<file path="src/rtl/lsu_bus_master.sv">
// RV32I load/store unit that turns an M-stage memory access into one valid/ready
// request plus response transaction, stalling the pipeline until the access completes.
module lsu_bus_master #(
  parameter int unsigned TIMEOUT_CYCLES = 256
) (
  input  logic        clk,
  input  logic        reset,
  input  logic        memreadM,
  input  logic        memwriteM,
  input  logic [2:0]  funct3M,
  input  logic [31:0] aluoutM,
  input  logic [31:0] writedataM,
  output logic [31:0] readdataM,
  output logic        stallM,
  output logic        misalignM,
  output logic        errM,
  output logic        bus_req_valid,
  input  logic        bus_req_ready,
  output logic        bus_we,
  output logic [31:0] bus_addr,
  output logic [31:0] bus_wdata,
  output logic [3:0]  bus_wstrb,
  input  logic        bus_rsp_valid,
  input  logic [31:0] bus_rsp_rdata,
  input  logic        bus_rsp_err
);

  localparam int unsigned CW = (TIMEOUT_CYCLES < 2) ? 1 : $clog2(TIMEOUT_CYCLES);
  localparam logic [CW-1:0] TO_LAST = CW'(TIMEOUT_CYCLES - 1);

  typedef enum logic [1:0] {IDLE = 2'd0, REQ = 2'd1, RSP = 2'd2, DONE = 2'd3} state_t;

  state_t        state_r, state_nx_s;
  logic [CW-1:0] cnt_r;
  logic [2:0]    funct3_r;
  logic [1:0]    off_r;
  logic [31:0]   readdata_r;
  logic          err_r;
  logic          req_valid_r, we_r;
  logic [31:0]   addr_r, wdata_r;
  logic [3:0]    wstrb_r;

  logic          access_s, legal_s, misal_s, start_s, timeout_s;
  logic          stall_s, misalign_s;
  logic [3:0]    wstrb_s;
  logic [31:0]   wdata_s;

  function automatic logic [31:0] load_extract(input logic [2:0] f3, input logic [1:0] off,
                                               input logic [31:0] w);
    logic [31:0] shifted;
    logic [7:0]  b;
    logic [15:0] h;
    shifted = w >> {off, 3'b000};
    b = shifted[7:0];
    h = off[1] ? w[31:16] : w[15:0];
    case (f3)
      3'b000:  load_extract = {{24{b[7]}}, b};
      3'b100:  load_extract = {24'd0, b};
      3'b001:  load_extract = {{16{h[15]}}, h};
      3'b101:  load_extract = {16'd0, h};
      3'b010:  load_extract = w;
      default: load_extract = 32'd0;
    endcase
  endfunction

  // Decode legality, alignment and store lane steering of the incoming access.
  always_comb begin
    access_s = memreadM | memwriteM;
    case (funct3M)
      3'b000, 3'b001, 3'b010: legal_s = 1'b1;
      3'b100, 3'b101:         legal_s = ~memwriteM;
      default:                legal_s = 1'b0;
    endcase
    misal_s = ((funct3M[1:0] == 2'b01) & aluoutM[0]) |
              ((funct3M[1:0] == 2'b10) & (aluoutM[1:0] != 2'b00));
    start_s = (state_r == IDLE) & access_s & legal_s & ~misal_s;
    wstrb_s = 4'b0000;
    wdata_s = writedataM;
    if (memwriteM) begin
      case (funct3M[1:0])
        2'b00: begin
          wstrb_s = 4'b0001 << aluoutM[1:0];
          wdata_s = {4{writedataM[7:0]}};
        end
        2'b01: begin
          wstrb_s = aluoutM[1] ? 4'b1100 : 4'b0011;
          wdata_s = {2{writedataM[15:0]}};
        end
        2'b10:   wstrb_s = 4'b1111;
        default: wstrb_s = 4'b0000;
      endcase
    end else begin
      wstrb_s = 4'b0000;
    end
  end

  assign timeout_s = (TIMEOUT_CYCLES != 0) && (cnt_r == TO_LAST);

  // Next-state and combinational pipeline handshake outputs.
  always_comb begin
    state_nx_s = state_r;
    stall_s    = 1'b0;
    misalign_s = 1'b0;
    case (state_r)
      IDLE: begin
        if (start_s) begin
          state_nx_s = REQ;
          stall_s    = 1'b1;
        end else if (access_s) begin
          misalign_s = 1'b1;
        end else begin
          state_nx_s = IDLE;
        end
      end
      REQ: begin
        stall_s = 1'b1;
        if (timeout_s) begin
          state_nx_s = DONE;
        end else if (req_valid_r && bus_req_ready) begin
          state_nx_s = RSP;
        end else begin
          state_nx_s = REQ;
        end
      end
      RSP: begin
        stall_s = 1'b1;
        if (bus_rsp_valid || timeout_s) begin
          state_nx_s = DONE;
        end else begin
          state_nx_s = RSP;
        end
      end
      DONE:    state_nx_s = IDLE;
      default: state_nx_s = IDLE;
    endcase
  end

  // A held access must not stall the pipe while reset is asserted.
  assign stallM    = stall_s & ~reset;
  assign misalignM = misalign_s & ~reset;

  // State, request fields, timeout counter and DONE-cycle result registers.
  always_ff @(posedge clk or posedge reset) begin
    if (reset) begin
      state_r     <= IDLE;
      req_valid_r <= 1'b0;
      we_r        <= 1'b0;
      addr_r      <= 32'd0;
      wdata_r     <= 32'd0;
      wstrb_r     <= 4'd0;
      funct3_r    <= 3'd0;
      off_r       <= 2'd0;
      cnt_r       <= '0;
      readdata_r  <= 32'd0;
      err_r       <= 1'b0;
    end else begin
      state_r     <= state_nx_s;
      req_valid_r <= (state_nx_s == REQ);
      if (start_s) begin
        we_r     <= memwriteM;
        addr_r   <= {aluoutM[31:2], 2'b00};
        wdata_r  <= wdata_s;
        wstrb_r  <= wstrb_s;
        funct3_r <= funct3M;
        off_r    <= aluoutM[1:0];
        cnt_r    <= '0;
      end else if ((state_r == REQ) || (state_r == RSP)) begin
        cnt_r <= cnt_r + CW'(1);
      end
      if ((state_r == RSP) && bus_rsp_valid) begin
        err_r      <= bus_rsp_err;
        readdata_r <= (we_r || bus_rsp_err) ? 32'd0 : load_extract(funct3_r, off_r, bus_rsp_rdata);
      end else if (state_nx_s == DONE) begin
        err_r      <= 1'b1;
        readdata_r <= 32'd0;
      end else begin
        err_r      <= 1'b0;
        readdata_r <= 32'd0;
      end
    end
  end

  assign readdataM     = readdata_r;
  assign errM          = err_r;
  assign bus_req_valid = req_valid_r;
  assign bus_we        = we_r;
  assign bus_addr      = addr_r;
  assign bus_wdata     = wdata_r;
  assign bus_wstrb     = wstrb_r;

endmodule

</file>
<file path="config.mk">
export PLATFORM = sky130hd
export DESIGN_NAME = lsu_bus_master
export DESIGN_NICKNAME = d
export VERILOG_FILES = /design/src/rtl/lsu_bus_master.sv
export SDC_FILE = /design/constraint.sdc
export NUM_CORES = 1
export LEC_CHECK = 0
export CORE_MARGIN = 2
export CORE_UTILIZATION = 39
export CTS_CLUSTER_SIZE = 40
export DETAILED_ROUTE_END_ITERATION = 10
export PLACE_DENSITY = 0.88
export SYNTH_ARGS = -nofsm -noshare
export SYNTH_HDL_FRONTEND = slang
export SYNTH_SLANG_ARGS = --single-unit
</file>
<file path="constraint.sdc">
create_clock -name clk -period 4 [get_ports clk]
set_input_delay 0.8 -clock clk [delete_from_list [all_inputs] [get_ports clk]]
set_output_delay 0.8 -clock clk [all_outputs]
set_load 0.01 [all_outputs]
</file>
==> flow_metrics.py <==
metrics = {
    "status": {
        "status": "complete, no violations",
    },
    "timing": {
        "fin_crit_sh_pct": 91.5,
        "tightest_slew_ps": 1130,
        "slew_headroom_pct": 23.6,
        "tns_ps": 0,
        "skew_ps": 8.94,
        "rsz0062_at_grt": "false",
        "max_freq_ghz": 0.273,
        "final-setup-viol-count": 0,
        "hold_violations": 0,
        "hold_ws_ps": 471,
        "slew_violations": 0,
        "period_needed_ps": 3660,
    },
    "min_path": {
        "hp-class": "reg2reg",
        "min_to": "bus_addr[19]$_DFFE_PP0N_",
        "hold_depth": 2,
        "hold_start": "bus_addr[19]$_DFFE_PP0N_",
    },
    "die": {
        "dieWidth_um": 120,
        "start_util_pct": 39.9,
        "die_area_sq_um": 14400,
        "io_pins": 211,
        "die_height_um": 120,
        "core_sq_um": 13200,
        "rows": 42,
    },
    "clock_network": {
        "clk_pin_slew_ps": 50,
        "clock_latency_ps": 400,
        "cts.hold.buffers_added": 0,
        "htree_levels": 4,
        "root_buffer": "clkbuf_16",
        "cts_buffers": 17,
        "clock_path_buffers": 2,
        "postCtsSetupBuffers": 0,
        "tritoncts_num_sinks": 116,
        "cts_tree": "done",
        "ctsResizeCount": 0,
    },
    "worst_setup_path": {
        "critPathLaunchType": "input port",
        "r2r-start": "state_r[0]$_DFF_PP0_",
        "critPathSlowestCell": "or4_4",
        "cp-startpoint": "aluoutM[0]",
        "cp.depth": 6,
        "reg2reg_to": "funct3_r[2]$_DFFE_PP0N_",
        "crit_fanout": 6,
        "reg2reg_depth": 7,
        "r2r_setup_slack_ps": 1900,
        "arrival_ps": 2860,
        "crit_family": "buffers and inverters",
        "path_buf_inv": 2,
        "crit_chain": "clkdlybuf4s50_1, or4_4, a21oi_4, nor2_1, nor3_1, clkdlybuf4s50_1",
        "end_kind": "output pin",
        "crit_path_max_incr_delay_ps": 580,
        "cp_common_cell": "clkdlybuf4s50_1",
        "critPathKind": "in2out",
        "crit_required_ps": 3200,
    },
    "placed_design": {
        "place_congestion": 0.950,
        "place_hpwl_um": 11300,
        "place_area_sq_um": 7440,
        "io_buffers": 208,
    },
    "power": {
        "switching_share_pct": 32.9,
        "p_sw_w": 0.00174,
        "comb_power_share_pct": 37.6,
        "power_frac_seq_pct": 34.3,
        "power_leakage_nw": 3.58,
        "irDropWorstVdd_mv": 0.324,
        "internal_power_w": 0.00353,
        "p_clk_share_pct": 28.1,
        "power_density_nw_per_um2": 657,
    },
    "global_route": {
        "grt_pass1_wl_um": 24800,
        "grt_start_max_net_pins": 68,
        "grt_overflow_total": 0,
        "grt_pass1_vias": 4759,
        "antenna_found_initial": 0,
        "grt_use_total_pct": 21.9,
    },
    "cells_and_area": {
        "final_common_cell": "clkdlybuf4s50_1",
        "fin_util_pct": 60.8,
        "drive_above_1_share_pct": 7.68,
        "fin_nets": 880,
        "antenna_cells": 0,
        "final_cell_mix": "208 x clkdlybuf4s50_1, 198 x nand2_1, 116 x dfrtp_1",
        "syn_to_final_growth_pct": 52.6,
        "final_area_sq_um": 8030,
    },
    "route": {
        "drt_first_pass_iters": 4,
        "ant_nets": 0,
        "num_vias": 4809,
        "wl_per_cell_um": 16.3,
        "detail_route.iter0.violations": 465,
        "drc": 0,
        "routed_wl_um": 15600,
        "avgViaCountPerCell": 5.03,
    },
    "synth": {
        "avgSynthCellArea_sq_um": 9.33,
        "yosysWarnings": 0,
        "syn_area_sq_um": 5260,
        "syn_inst": 564,
        "synthArstFlopShare_pct": 100,
        "synth-edff-count": 0,
        "ys_ff_latch": 116,
        "seq_area_frac_synth_pct": 55.2,
        "ys_types": 47,
        "yosys_most_used_dff": "dfrtp_1",
    },
    "run": {
        "drv_cap": 0,
    },
}
-- final cells by class --
cell class                 instances  area, sq um
fill                            1084         5160
sequential                       116         2900
timing repair buffer             218         2170
multi-input combinational        409         2130
clock buffer                      23          478
tap                              176          220
clock inverter                     9          103
inverter                           6         25.0
-- cells in the mapped netlist (7+ instances only) --
master / count / area share, %
a211oi_1: 8 / 1.1
a21oi_1: 40 / 3.8
a22oi_1: 14 / 2.0
a31oi_1: 9 / 1.1
buf_2: 7 / 0.67
buf_6: 10 / 2.1
clkbuf_1: 14 / 1.0
dfrtp_1: 116 / 55
nand2_1: 198 / 14
nor2_1: 38 / 2.7
nor2b_1: 7 / 0.83
o21ai_0: 14 / 1.3
o31ai_1: 12 / 1.7
-- worst reg2reg max path: cells and delay by family, from the launching register on --
| family | cells | cell delay [ps] |
|---|---|---|
| flops | 1 | 410 |
| fa+ha+maj | 1 | 210 |
| buf+inv | 2 | 720 |
| compound gates | 2 | 390 |
| simple gates | 2 | 300 |
-- sequential cells by signal, indices dropped and copies added (netlist names) --
| name | cells |
|---|---|
| bus_req_valid | 1 |
| bus_wdata | 32 |
| bus_wstrb | 4 |
| errM | 1 |
| cnt_r | 8 |
| bus_we | 1 |
| bus_addr | 30 |
| state_r | 2 |
| off_r | 2 |
| readdataM | 32 |
| funct3_r | 3 |
-- power groups by stage --
| stage | combinational [W] | clock, W | sequential, W |
|---|---|---|---|
| 6_report | 0.00198 | 0.00148 | 0.00181 |
| 5_1_grt | 0.00215 | 0.00156 | 0.00186 |
| 4_1_cts | 0.00198 | 0.00150 | 0.00181 |
| 3_5_place_dp | 0.00198 | 0 | 0.00182 |
| 3_3_place_gp | 0.00193 | 0 | 0.00181 |
| 2_1_floorplan | 0.000868 | 0 | 0.00192 |
-- metal layers --
layer | track usage (%) | vias to the layer above | routed length (um)
met1 | 29.8 | 2291 | 6850
met5 | 0 | - | 0
li1 | - | 2294 | -
met3 | 4.99 | 25 | 1170
met2 | 34.4 | 199 | 7250
met4 | 7.35 | 0 | 326
-- worst max-delay path by stage --
stage                          endpoint  slack (ps)
2_1_floorplan  bus_addr[10]$_DFFE_PP0N_         130
3_3_place_gp                     stallM         420
3_5_place_dp                     stallM         360
4_1_cts                          stallM         340
5_1_grt                          stallM         260
6_report                         stallM         340
-- kinds of logic (layout without fill, tap and decap cells) --
kind of cell,after synthesis,after routing,share of synthesized area [%]
buffers and inverters,40,256,4.66
AOI/OAI and AO/OA,116,116,14.4
and+or+nand+nor,270,270,21.1
DFF,116,116,55.2
other,1,2,0.0713
muxes,10,10,2.28
adders and majority gates,6,6,1.43
xor gates and xnor gates,5,5,0.833
-- per-stage QoR --
step | instances | power, W | worst slack (ps)
3_3_place_gp | 925 | 0.00373 | 420
4_1_cts | 957 | 0.00529 | 341
2_1_floorplan | 565 | 0.00279 | 128
5_1_grt | 957 | 0.00558 | 264
3_5_place_dp | 925 | 0.00379 | 360
6_report | 957 | 0.00527 | 341
Power figures use the tool's default switching activity.
